[src/rtl/keypad_debounce_fsm.sv]
// keypad_debounce_fsm: locks onto the lowest pressed key, debounces press/release, optional auto-repeat
module keypad_debounce_fsm #(
  parameter int NUM_KEYS        = 16,
  parameter int DEBOUNCE_CYCLES = 50000,
  parameter int REPEAT_DELAY    = 0,
  parameter int REPEAT_PERIOD   = 5000
) (
  input  logic                        clk,
  input  logic                        reset,
  input  logic [NUM_KEYS-1:0]         keys_pressed,
  output logic [NUM_KEYS-1:0]         key_value,
  output logic [$clog2(NUM_KEYS)-1:0] key_index,
  output logic                        new_key,
  output logic                        is_repeat,
  output logic                        key_released,
  output logic                        key_held
);
  localparam int KW   = $clog2(NUM_KEYS);
  localparam int CW   = $clog2(DEBOUNCE_CYCLES + 1);
  localparam int RMAX = (REPEAT_DELAY > REPEAT_PERIOD) ? REPEAT_DELAY : REPEAT_PERIOD;
  localparam int RW   = $clog2(RMAX + 1);
  localparam logic [CW-1:0] D_M1  = CW'(DEBOUNCE_CYCLES - 1);
  localparam logic [RW-1:0] RD_M1 = RW'((REPEAT_DELAY == 0) ? 0 : REPEAT_DELAY - 1);
  localparam logic [RW-1:0] RP_M1 = RW'(REPEAT_PERIOD - 1);

  typedef enum logic [1:0] {IDLE, DEBOUNCE_PRESS, HELD, DEBOUNCE_RELEASE} state_t;

  state_t              state, state_n;
  logic [NUM_KEYS-1:0] cand, cand_n, kv_n, lowest;
  logic [KW-1:0]       cidx, ki_n;
  logic [CW-1:0]       cnt, cnt_n;
  logic [RW-1:0]       rcnt, rcnt_n;
  logic                rep, rep_n, hit, nk_n, ir_n, kr_n, kh_n;

  assign lowest = keys_pressed & (~keys_pressed + NUM_KEYS'(1));
  assign hit    = |(keys_pressed & cand);

  always_comb begin
    cidx = '0;
    for (int i = 0; i < NUM_KEYS; i++)
      if (cand[i]) cidx = KW'(i);
  end

  always_comb begin
    state_n = state;
    cand_n  = cand;
    cnt_n   = cnt;
    rcnt_n  = rcnt;
    rep_n   = rep;
    kv_n    = key_value;
    ki_n    = key_index;
    nk_n    = 1'b0;
    ir_n    = 1'b0;
    kr_n    = 1'b0;
    case (state)
      IDLE:
        if (|keys_pressed) begin
          cand_n  = lowest;
          cnt_n   = '0;
          state_n = DEBOUNCE_PRESS;
        end
      DEBOUNCE_PRESS:
        if (!hit) state_n = IDLE;
        else if (cnt == D_M1) begin
          state_n = HELD;
          kv_n    = cand;
          ki_n    = cidx;
          nk_n    = 1'b1;
          rcnt_n  = '0;
          rep_n   = 1'b0;
        end else cnt_n = cnt + CW'(1);
      HELD:
        if (!hit) begin
          cnt_n   = '0;
          state_n = DEBOUNCE_RELEASE;
        end else if (REPEAT_DELAY != 0) begin
          // first repeat waits REPEAT_DELAY, later ones REPEAT_PERIOD
          if (rcnt == (rep ? RP_M1 : RD_M1)) begin
            nk_n   = 1'b1;
            ir_n   = 1'b1;
            rcnt_n = '0;
            rep_n  = 1'b1;
          end else rcnt_n = rcnt + RW'(1);
        end
      default:
        if (hit) state_n = HELD;
        else if (cnt == D_M1) begin
          state_n = IDLE;
          kr_n    = 1'b1;
        end else cnt_n = cnt + CW'(1);
    endcase
    kh_n = (state_n == HELD) || (state_n == DEBOUNCE_RELEASE);
  end

  always_ff @(posedge clk or posedge reset) begin
    if (reset) begin
      state        <= IDLE;
      cand         <= '0;
      cnt          <= '0;
      rcnt         <= '0;
      rep          <= 1'b0;
      key_value    <= '0;
      key_index    <= '0;
      new_key      <= 1'b0;
      is_repeat    <= 1'b0;
      key_released <= 1'b0;
      key_held     <= 1'b0;
    end else begin
      state        <= state_n;
      cand         <= cand_n;
      cnt          <= cnt_n;
      rcnt         <= rcnt_n;
      rep          <= rep_n;
      key_value    <= kv_n;
      key_index    <= ki_n;
      new_key      <= nk_n;
      is_repeat    <= ir_n;
      key_released <= kr_n;
      key_held     <= kh_n;
    end
  end
endmodule

[config.mk]
export PLATFORM = sky130hd
export DESIGN_NAME = keypad_debounce_fsm
export DESIGN_NICKNAME = d
export VERILOG_FILES = /design/src/rtl/keypad_debounce_fsm.sv
export SDC_FILE = /design/constraint.sdc
export NUM_CORES = 1
export LEC_CHECK = 0
export ABC_AREA = 1
export CAP_MARGIN = 20
export CORE_ASPECT_RATIO = 1.5
export CORE_MARGIN = 8
export CORE_UTILIZATION = 63
export CTS_CLUSTER_DIAMETER = 30
export DETAILED_ROUTE_END_ITERATION = 16
export DONT_BUFFER_PORTS = 1
export HOLD_SLACK_MARGIN = 0.12
export PLACE_DENSITY = 0.79
export SYNTH_ARGS = -nofsm -noshare
export SYNTH_HDL_FRONTEND = slang
export SYNTH_SLANG_ARGS = --single-unit
[constraint.sdc]
create_clock -name clk -period 2.5 [get_ports clk]
set_input_delay 0.5 -clock clk [delete_from_list [all_inputs] [get_ports clk]]
set_output_delay 0.5 -clock clk [all_outputs]
set_load 0.05 [all_outputs]
**After elaboration in Yosys (flattened, before gate mapping)**

Index checks and enable logic that the tools add are counted.

- Add/subtract/negate cells: 2
- Equal/unequal tests: 9
- Muxes and demuxes: 33
- Bitwise operators: 3
- Reductions and logical operators: 8

Operators with widths:

| operator | count |
|---|---|
| $mux 16 | 5 |
| $mux 4 | 14 |
| $pmux 16 s3 | 1 |
| $add 16x1->16 const B | 2 |
| $and 16x16->16 | 2 |
| $reduce_or 16->1 | 2 |
| $eq 16x16->1 const B | 1 |
| $not 16->16 | 1 |
| $mux 2 | 6 |
| $eq 2x2->1 const B | 3 |
| $mux 1 | 6 |
| $ne 2x2->1 const B | 3 |
| $pmux 2 s3 | 1 |
| $reduce_and 4->1 | 1 |
| $ne 3x1->1 const B | 1 |
| $reduce_and 3->1 | 1 |
| $reduce_or 3->1 | 1 |
| $eq 2x1->1 const B | 1 |
| $logic_not 2->1 | 1 |
| $reduce_and 2->1 | 1 |
| $logic_or 1x1->1 | 1 |

- Flip-flop bits (word level): 57
- Input port bits: 18
- Word-level logic and storage cells: 63

**Longest topological paths before layout**

Gate-level depths: netlist of the first run.

- Depth after elaboration: 15
- Depth in mapped cells: 15
- Mapped depth without buffers: 15

**Least setup slack after synthesis of the first run**

No wires, ideal clock.

- Path kind: input -> register
- Start: in keys_pressed[0]
- End: reg cnt[0]
- Setup time: 117 ps
- Arrival time: 1517 ps
- Slack: 865 ps
- Cell stages on the path: 9
- Buffers on the path: 1
- Cell sequence: nor2_1 nand2_1 nor2_1 nand3_1 o21ai_2 inv_2 buf_2 nand4_1 nand2_1

- Cells in the longest elaborated chain, start to end: 4
- Elaborated cells between the ends (all ways): 8
- Classes of those cells: 4 x eq/ne; 1 x bitwise; 3 x reduce/logical

RTL lines:

| what | line | RTL |
|---|---|---|
| start, declared | 10 | `input logic [NUM_KEYS-1:0] keys_pressed,` |
| $and 16x16->16 | 36 | `assign hit = \|(keys_pressed & cand);` |
| $reduce_or 16->1 | 36 |  |
| $ne 3x1->1 (no source line) / $ne 2x2->1 (equally long branches) | -- |  |
| $reduce_and 4->1 (no source line) * | -- |  |
| end signal, assigned | 111 | `cnt <= cnt_n;` |
| end, declared | 31 | `logic [CW-1:0] cnt, cnt_n;` |

Every way passes the cells marked *; elsewhere a longest branch is shown, timed or not.
A chain may end at the register's enable or synchronous reset.

**Worst setup path in the final report of the first run**

- Start: reg cnt[0]
- End: reg key_index[0]

- Cells in the longest elaborated chain, start to end: 2

RTL lines:

| what | line | RTL |
|---|---|---|
| $eq 16x16->1 | 64 | `else if (cnt == D_M1) begin` |
| $reduce_and 3->1 (no source line) | -- |  |
| end signal, assigned | 115 | `key_index <= ki_n;` |
| end, declared | 12 | `output logic [$clog2(NUM_KEYS)-1:0] key_index,` |

No other way between the ends.

==> key figures, run 1 <==
Global route
  • Grt ovf: 0
  • First-pass GRT wire length: 11,500 µm
  • Vias in the first global route: 2,547
  • Maximum number of pins on one net before global-route repair: 58
  • GRT Total Usage: 19.9%
  • Initial antenna violation count: 0

Timing
  • Setup TNS: 0 ns
  • Fmax: 452 MHz
  • Tmin final: 2.21 ns
  • Relative slew slack: 38.8%
  • Slew @ Worst Pin: 0.918 ns
  • Final Skew: 0.00847 ns
  • Hold Vio Cnt, Final: 0
  • Slew Viols, Final: 0
  • RSZ-0062 raised after global routing: false
  • Finish-stage setup viols: 0
  • Period utilization: 88.4%
  • Final worst-path setup slack: 0.289 ns

Layout
  • Fraction of layout cells with a size suffix above 1: 7.56%
  • Area grow syn2layout: 6.95%
  • # diodes: 0
  • Commonest non-fill, non-tap cells in the layout: nand2_1 (101), nor2_1 (59), dfrtp_1 (57)
  • Final net count: 424
  • Commonest non-fill, non-tap cell in the layout: nand2_1

Critical path
  • Req. time, crit path: 2.73 ns
  • Crit Path Max Fanout: 34
  • Crit path launch type: flip-flop
  • Top cell by count, worst path: nand2_1
  • CP endpoint kind: flip-flop
  • Critical path class: flip-flop to flip-flop
  • Worst Path Arrival: 2.44 ns
  • CP peak stage delay: 0.40 ns
  • Top delay family on crit path: simple AND/OR/NAND/NOR gates
  • FF-to-FF path depth: 11
  • Slowest cell on the critical path: dfrtp_1
  • R2R Setup Slk: 0.29 ns
  • Bufs and invs on worst path: 2
  • RR Startpoint: cnt[0]
  • R2R Path End: key_index[0]
  • Critical path cell sequence: ha_1 -> nand2_1 -> nor2_4 -> inv_2 -> nor2_1 -> nand4_1 -> nand3b_4 -> inv_2 -> nand2_1 -> nand2_1 -> nand2_1

Detailed routing
  • DR DRC count: 0
  • Antenna-violating nets left: 0
  • Via count: 2,647
  • Wire length per cell: 14.3 µm
  • Pre-Repair DR Iteration Count: 4
  • Total wire length: 6810 µm
  • Vias per cell: 5.56
  • Iteration-0 DRC Markers: 165

Floorplan
  • # rows: 31
  • Core area: 4770 µm²
  • Starting Density: 64.5%
  • Die H: 102 µm
  • Chip width: 73.1 µm
  • Total I/O pin count: 42
  • Die area: 7420 µm²

Yosys
  • Most used flip-flop cell after synthesis: dfrtp_1
  • Synth top area share: 46.3%
  • Mapped Area: 3080 µm²
  • FF+latch count, synth: 57
  • Synth area leader: dfrtp_1
  • Netlist cell types: 33
  • Syn Inst Count: 402
  • Number of flops mapped to enable cells by yosys: 0
  • Net Count, Synth: 421
  • Yosys warns: 0
  • Mean cell area of the mapped netlist: 7.66 µm²
  • Fraction of registers with async set/reset: 100%
  • Synth area leaders: dfrtp_1 (46%), nand2_1 (12%), nor2_1 (7.2%)
  • Seq/Total Area, Yosys: 46.3%

Clock network
  • CTS H-Tree Depth: 3
  • CTS max path bufs: 2
  • Worst-Skew Late Latency: 0.34 ns
  • Total CTS buffers: 9
  • Clk slew on worst S/H paths: 0.07 ns
  • TritonCTS clock tree: yes
  • Root buffer cell: clkbuf_8
  • # clock sinks: 57

Pwr
  • Max IR drop VDD: 540 µV
  • Pwr dens: 723 nW/µm²
  • Leak pwr: 1.61 nW

Placement
  • GP Congestion: 0.976
  • Post-DP HPWL: 5000 µm
  • PortBufs: 0
  • DP Worst Slack: 0.289 ns

Min path
  • Hold Path Depth: 1
  • HP Class: primary input to flip-flop
  • Worst Hold End: cand[7]
  • Hold_sp: keys_pressed[6]

Flow run
  • Max-Cap Viols: 0

Outcome
  • Status: finished clean
-- cell usage after synthesis (2+ instances only) --
master / n
buf_6: 3
nor3_1: 5
o21ai_0: 21
nand2_2: 2
nor4_1: 4
nand4_1: 27
nor2_1: 59
xor2_1: 13
o41ai_1: 2
inv_1: 46
o21ai_1: 14
nor3b_1: 2
inv_2: 3
nand2_1: 101
nand3_1: 20
clkbuf_1: 5
nand3b_1: 2
dfrtp_1: 57
buf_2: 2
-- through the flow --
step,instances,hold slack (ns),instance area (µm²),total power [mW],utilization [%]
after CTS,476,0.252,3290,2.40,69.0
after floorplan,402,0.463,3080,1.53,-
after detailed placement,459,0.463,3110,1.66,65.2
after global routing,476,0.247,3290,2.54,69.0
after global placement,459,0.464,3110,1.64,65.2
final,476,0.255,3290,2.38,69.0
-- worst reg2reg max path: stages (launching register included) --
cell      delay [ns]
dfrtp_1         0.40
ha_1            0.22
nand2_1         0.12
nor2_4          0.16
inv_2           0.06
nor2_1          0.13
nand4_1         0.13
nand3b_4        0.40
inv_2           0.25
nand2_1         0.09
nand2_1         0.07
nand2_1         0.06
-- routing by layer --
metal / GRT usage [%] / part of all wire [%] / vias to the layer above
li1: - / - / 1309
met1: 21.3 / 39 / 1247
met2: 34.4 / 52 / 67
met3: 4.76 / 5.3 / 24
met4: 11.5 / 3.8 / 0
met5: 0 / 0 / -
-- flip-flops by register name, summed over array words and instances (netlist names) --
| register | flops |
|---|---|
| key_released | 1 |
| key_held | 1 |
| new_key | 1 |
| state | 2 |
| cand | 16 |
| key_value | 16 |
| cnt | 16 |
| key_index | 4 |
-- cells by family after synthesis --
family / count (synthesis) / share of synthesized area (%)
AO/OA/AOI/OAI: 42 / 7.52
AND/OR/NAND/NOR: 226 / 33.0
buffers and inverters: 62 / 8.86
adder cells (fa/ha/maj): 1 / 0.406
XOR/XNOR: 13 / 3.70
other: 1 / 0.122
flip-flops: 57 / 46.3
-- layout make-up --
type	instances	area, µm²
well taps	66	82.6
clock inverters	7	47.5
clock buffers	9	124
inverters	50	188
fillers	431	1480
multi-input cells	283	1380
flip-flops and latches	57	1430
repair buffers	4	45.0
-- how the worst max path moves through the flow --
stage,from,to,cells past startpoint
final,cnt[0],key_index[0],11
after global routing,cnt[0],key_index[0],11
after CTS,cnt[0],key_index[0],11
after detailed placement,keys_pressed[12],cand[7],6
after global placement,cnt[0],key_index[0],11
after floorplan,reset,cand[0],1
-- where the power goes --
group / total, mW / switching (mW) / internal (mW)
logic: 0.618 / 0.460 / 0.158
registers: 1.02 / 0.0473 / 0.975
clock network: 0.741 / 0.385 / 0.356
total: 2.38 / 0.892 / 1.49
-- repair_timing --
| item | in CTS | in global routing |
|---|---|---|
| resized for setup | 0 | 0 |
| setup buffers | 0 | 0 |
| hold endpoints to repair | 57 | 0 |
| hold buffers | 1 | 0 |
No activity file was read; power rests on OpenSTA's default activity.
==> run 2, diff against run 1 <==
CORE_UTILIZATION = 61   (was 63)
PLACE_DENSITY = 0.77   (was 0.79)
==> run 2 against run 1 <==
  * Fmax grew 2.3%
  * Critical path type unchanged
  * Critical path depth unchanged
  * Flip-flop and latch count did not move
  * Global-route usage up 0.95 points
  * Worst hold slack worse by 0.0073 ns
  * Via count is 2.2% lower
  * Combinational power about the same
==> key figures, run 2 (same netlist as run 1, synthesis figures left out) <==
Outcome
  • Status: finished clean

Layout
  • Fraction of layout cells with a size suffix above 1: 7.54%
  • # diodes: 0
  • Layout filler cell count: 421
  • Layout Cells excl Fill: 477
  • Area grow syn2layout: 7.60%
  • Biggest regs: cand x16, cnt x16, key_value x16
  • Commonest non-fill, non-tap cells in the layout: nand2_1 (101), nor2_1 (59), dfrtp_1 (57)
  • Commonest non-fill, non-tap cell in the layout: nand2_1
  • Final net count: 425

Timing
  • Worst hold slack: 0.248 ns
  • Hold Vio Cnt, Final: 0
  • Final Skew: 0.00942 ns
  • Slew @ Worst Pin: 0.909 ns
  • Relative slew slack: 39.4%
  • Setup TNS: 0 ns
  • Final worst-path setup slack: 0.338 ns
  • RSZ-0062 raised after global routing: false
  • Tmin final: 2.16 ns
  • Finish-stage setup viols: 0
  • Slew Viols, Final: 0
  • Period utilization: 86.5%
  • Fmax: 463 MHz

Critical path
  • Crit path launch type: flip-flop
  • CP endpoint kind: flip-flop
  • Req. time, crit path: 2.73 ns
  • Critical path class: flip-flop to flip-flop
  • Worst Path Arrival: 2.39 ns
  • RR Startpoint: cnt[0]
  • FF-to-FF path depth: 11
  • Crit path from: cnt[0]
  • Slowest cell on the critical path: nand3b_4
  • Critical path cell sequence: ha_1 -> nand2_1 -> nor2_4 -> inv_2 -> nor2_1 -> nand4_1 -> nand3b_4 -> inv_2 -> nand2_1 -> inv_1 -> nor2_1
  • CP peak stage delay: 0.41 ns
  • Crit Path Max Fanout: 34

Min path
  • Hold_sp: keys_pressed[6]
  • HP Class: primary input to flip-flop
  • Hold Path Depth: 1

Floorplan
  • Chip width: 74 µm
  • Starting Density: 63.5%
  • Die H: 103 µm
  • Core area: 4850 µm²
  • # rows: 31
  • Die area: 7620 µm²
  • Total I/O pin count: 42

Placement
  • Post-DP HPWL: 5200 µm
  • DP Worst Slack: 0.349 ns
  • PortBufs: 0
  • GP Congestion: 0.960
  • Post-Place Cells: 460

Detailed routing
  • Iteration-0 DRC Markers: 141
  • Antenna-violating nets left: 0
  • Vias per cell: 5.43
  • Total wire length: 7010 µm
  • Via count: 2,589
  • Wire length per cell: 14.7 µm
  • Pre-Repair DR Iteration Count: 5
  • DR DRC count: 0

Clock network
  • Total CTS buffers: 9
  • CTS H-Tree Depth: 3
  • # clock sinks: 57
  • Root buffer cell: clkbuf_8
  • Post-CTS Setup Inserts: 0
  • Clk slew on worst S/H paths: 0.07 ns
  • # hold bufs at CTS: 1
  • TritonCTS clock tree: yes
  • CTS max path bufs: 2
  • Worst-Skew Late Latency: 0.35 ns
  • CTS resizes: 0

Global route
  • Initial antenna violation count: 0
  • Maximum number of pins on one net before global-route repair: 35
  • Vias in the first global route: 2,726
  • Grt ovf: 0
  • First-pass GRT wire length: 12,200 µm
  • GRT Total Usage: 20.8%

Pwr
  • Leak pwr: 1.62 nW
  • Pwr Total: 2.49 mW
  • Pwr dens: 752 nW/µm²
  • Max IR drop VDD: 600 µV

Flow run
  • Max-Cap Viols: 0
## run 2: path summary, 6_finish.rpt
path | to | slack (ns)
max | key_value[15] | 0.34
min | cand[7] | 0.25
max reg2reg | key_value[15] | 0.34
min reg2reg | cand[7] | 0.52
max in group asynchronous | key_held | 1.24
min in group asynchronous | cnt[7] | 0.63
## run 2: layout make-up
type | instances | area, µm² | area share [%]
Multi-Input combinational cell | 283 | 1380 | 41.6
Timing Repair Buffer | 5 | 40.0 | 1.21
Tap cell | 66 | 82.6 | 2.49
Inverter | 50 | 188 | 5.67
Clock buffer | 11 | 141 | 4.27
Sequential cell | 57 | 1430 | 43.1
Clock inverter | 5 | 55.1 | 1.66
## run 2: per-stage QoR
stage / util [%] / area (µm²)
2_1_floorplan: - / 3080
3_3_place_gp: 64.1 / 3110
3_5_place_dp: 64.1 / 3110
4_1_cts: 68.3 / 3310
5_1_grt: 68.3 / 3310
6_report: 68.3 / 3310
## run 2: where the power goes
group,internal (mW),switching (mW),total [mW]
sequential,0.976,0.0482,1.02
clock,0.483,0.367,0.850
combinational,0.156,0.460,0.616
## run 2: worst max-delay path: cells and delay by family (launching register included)
family / cells / cell delay [ns]
flops: 1 / 0.40
simple gates: 7 / 1.06
buf+inv: 3 / 0.37
fa+ha+maj: 1 / 0.21
## run 2: layer usage
metal | vias up | GRT usage [%] | share of wire (%)
met1 | 1210 | 21.1 | 38
met4 | 0 | 8.19 | 1.7
met5 | - | 0 | 0
met3 | 14 | 5.55 | 4.8
li1 | 1310 | - | -
met2 | 55 | 38.5 | 55
==> run 3, diff against run 2 <==
CAP_MARGIN = 5   (was 20)
clock period = 2.35 ns   (was 2.5 ns; I/O delays follow)
==> run 3 against run 2 <==
  * Die area unchanged
  * Largest power group unchanged
  * First-iteration DRC count decreased by 4.3%
  * Clock power decreased by 5.4%
  * Cell area shrank 0.60%
  * Largest cell class unchanged
  * Routed wire length down 0.17%
  * Via count fell by 0.73%
  * Fmax is 7.9% higher
  * Critical path depth shrank 6
  * Clock-buffer cell count stayed put
==> key figures, run 3 (same netlist as run 1, synthesis figures left out) <==
Timing
  • Final Skew: 0.00968 ns
  • Relative slew slack: 39.2%
  • Setup TNS: 0 ns
  • Slew @ Worst Pin: 0.912 ns
  • Hold Vio Cnt, Final: 0
  • Tmin final: 2.00 ns
  • Slew Viols, Final: 0
  • Fmax: 499 MHz
  • RSZ-0062 raised after global routing: false
  • Finish-stage setup viols: 0
  • Final worst-path setup slack: 0.346 ns
  • Period utilization: 85.3%

Critical path
  • Top cell by count, worst path: inv_1
  • Req. time, crit path: 2.58 ns
  • Critical path cell sequence: nor2_1 -> inv_1 -> a21oi_2 -> inv_1 -> o41ai_1
  • Top delay family on crit path: compound AO/OA/AOI/OAI gates
  • R2R Setup Slk: 0.35 ns
  • Crit Path Max Fanout: 27
  • Crit path launch type: flip-flop
  • Worst Path Arrival: 2.23 ns
  • CP peak stage delay: 0.67 ns
  • Slowest cell on the critical path: a21oi_2
  • Critical path class: flip-flop to flip-flop
  • CP endpoint kind: flip-flop
  • Bufs and invs on worst path: 2

Layout
  • Layout Cells excl Fill: 476
  • Fraction of layout cells with a size suffix above 1: 7.56%
  • Final net count: 426
  • Biggest regs: cand x16, cnt x16, key_value x16
  • Area grow syn2layout: 6.95%
  • Commonest non-fill, non-tap cells in the layout: nand2_1 (101), nor2_1 (59), dfrtp_1 (57)
  • Layout filler cell count: 443
  • # diodes: 0
  • Commonest non-fill, non-tap cell in the layout: nand2_1

Global route
  • Met3 usage: 5.16%
  • Grt ovf: 0
  • First-pass GRT wire length: 11,900 µm
  • Maximum number of pins on one net before global-route repair: 33
  • M1 GR Usage: 20.7%
  • Grt peak-use layer: met2
  • Vias in the first global route: 2,618
  • Initial antenna violation count: 0
  • GRT Total Usage: 20.4%
  • M2 GR Usage: 37.5%

Pwr
  • Pwr dens: 774 nW/µm²
  • Leak pwr: 1.61 nW
  • Max IR drop VDD: 630 µV

Clock network
  • CTS max path bufs: 2
  • # clock sinks: 57
  • Clk slew on worst S/H paths: 0.06 ns
  • TritonCTS clock tree: yes
  • Root buffer cell: clkbuf_8
  • Total CTS buffers: 9
  • Post-CTS Setup Inserts: 0
  • CTS H-Tree Depth: 3
  • Worst-Skew Late Latency: 0.33 ns

Placement
  • DP Worst Slack: 0.250 ns
  • PortBufs: 0
  • Post-DP HPWL: 5230 µm
  • GP Congestion: 0.891
  • Post-Place Cells: 461

Detailed routing
  • Iteration-0 DRC Markers: 135
  • Wire length per cell: 14.7 µm
  • Antenna-violating nets left: 0
  • Pre-Repair DR Iteration Count: 4
  • DR DRC count: 0
  • Total wire length: 7000 µm
  • Via count: 2,570
  • Vias per cell: 5.40

Floorplan
  • Core area: 4850 µm²
  • # rows: 31
  • Starting Density: 63.5%
  • Die H: 103 µm
  • Chip width: 74 µm
  • Total I/O pin count: 42
  • Die area: 7620 µm²

Flow run
  • Max-Cap Viols: 0

Outcome
  • Status: finished clean

Min path
  • HP Class: primary input to flip-flop
run 3: worst paths after layout:
kind                            end  cells after the start       startpoint
max                         cand[7]                      5         state[0]
min                         cand[7]                      1  keys_pressed[6]
max reg2reg                 cand[7]                      5         state[0]
min reg2reg                  cnt[6]                      2           cnt[6]
max in group asynchronous  cand[12]                      3            reset
min in group asynchronous   cnt[15]                      2            reset
run 3: layout make-up:
class                   count  area (µm²)  share of cell area, %
well taps                  66        82.6                   2.51
flip-flops and latches     57        1430                   43.3
clock buffers              11         151                   4.60
repair buffers              6        47.5                   1.44
clock inverters             3        17.5                  0.532
inverters                  50         188                   5.70
multi-input cells         283        1380                   41.9
run 3: timing repair:
| action | CTS | global route |
|---|---|---|
| hold endpoints to repair | 22 | 0 |
| hold buffers | 1 | 0 |
| gates resized for setup | 0 | 0 |
run 3: routing by layer:
| metal | wire, µm | share of wire (%) |
|---|---|---|
| met1 | 2580 | 37 |
| met2 | 3910 | 56 |
| met3 | 380 | 5.4 |
| met4 | 120 | 1.7 |
| met5 | 0 | 0 |
run 3: stage by stage:
step	hold WS [ns]	area [µm²]	utilization, %	total power [mW]
final	0.232	3290	67.9	2.55
after global routing	0.222	3290	67.9	2.71
after CTS	0.223	3290	67.9	2.57
after detailed placement	0.409	3110	64.2	1.76
after global placement	0.409	3110	64.2	1.75
after floorplan	0.463	3080	-	1.63
run 3: power by group:
| group | internal [mW] | switching [mW] |
|---|---|---|
| logic | 0.167 | 0.491 |
| clock network | 0.424 | 0.380 |
| registers | 1.04 | 0.0492 |
| total | 1.63 | 0.920 |
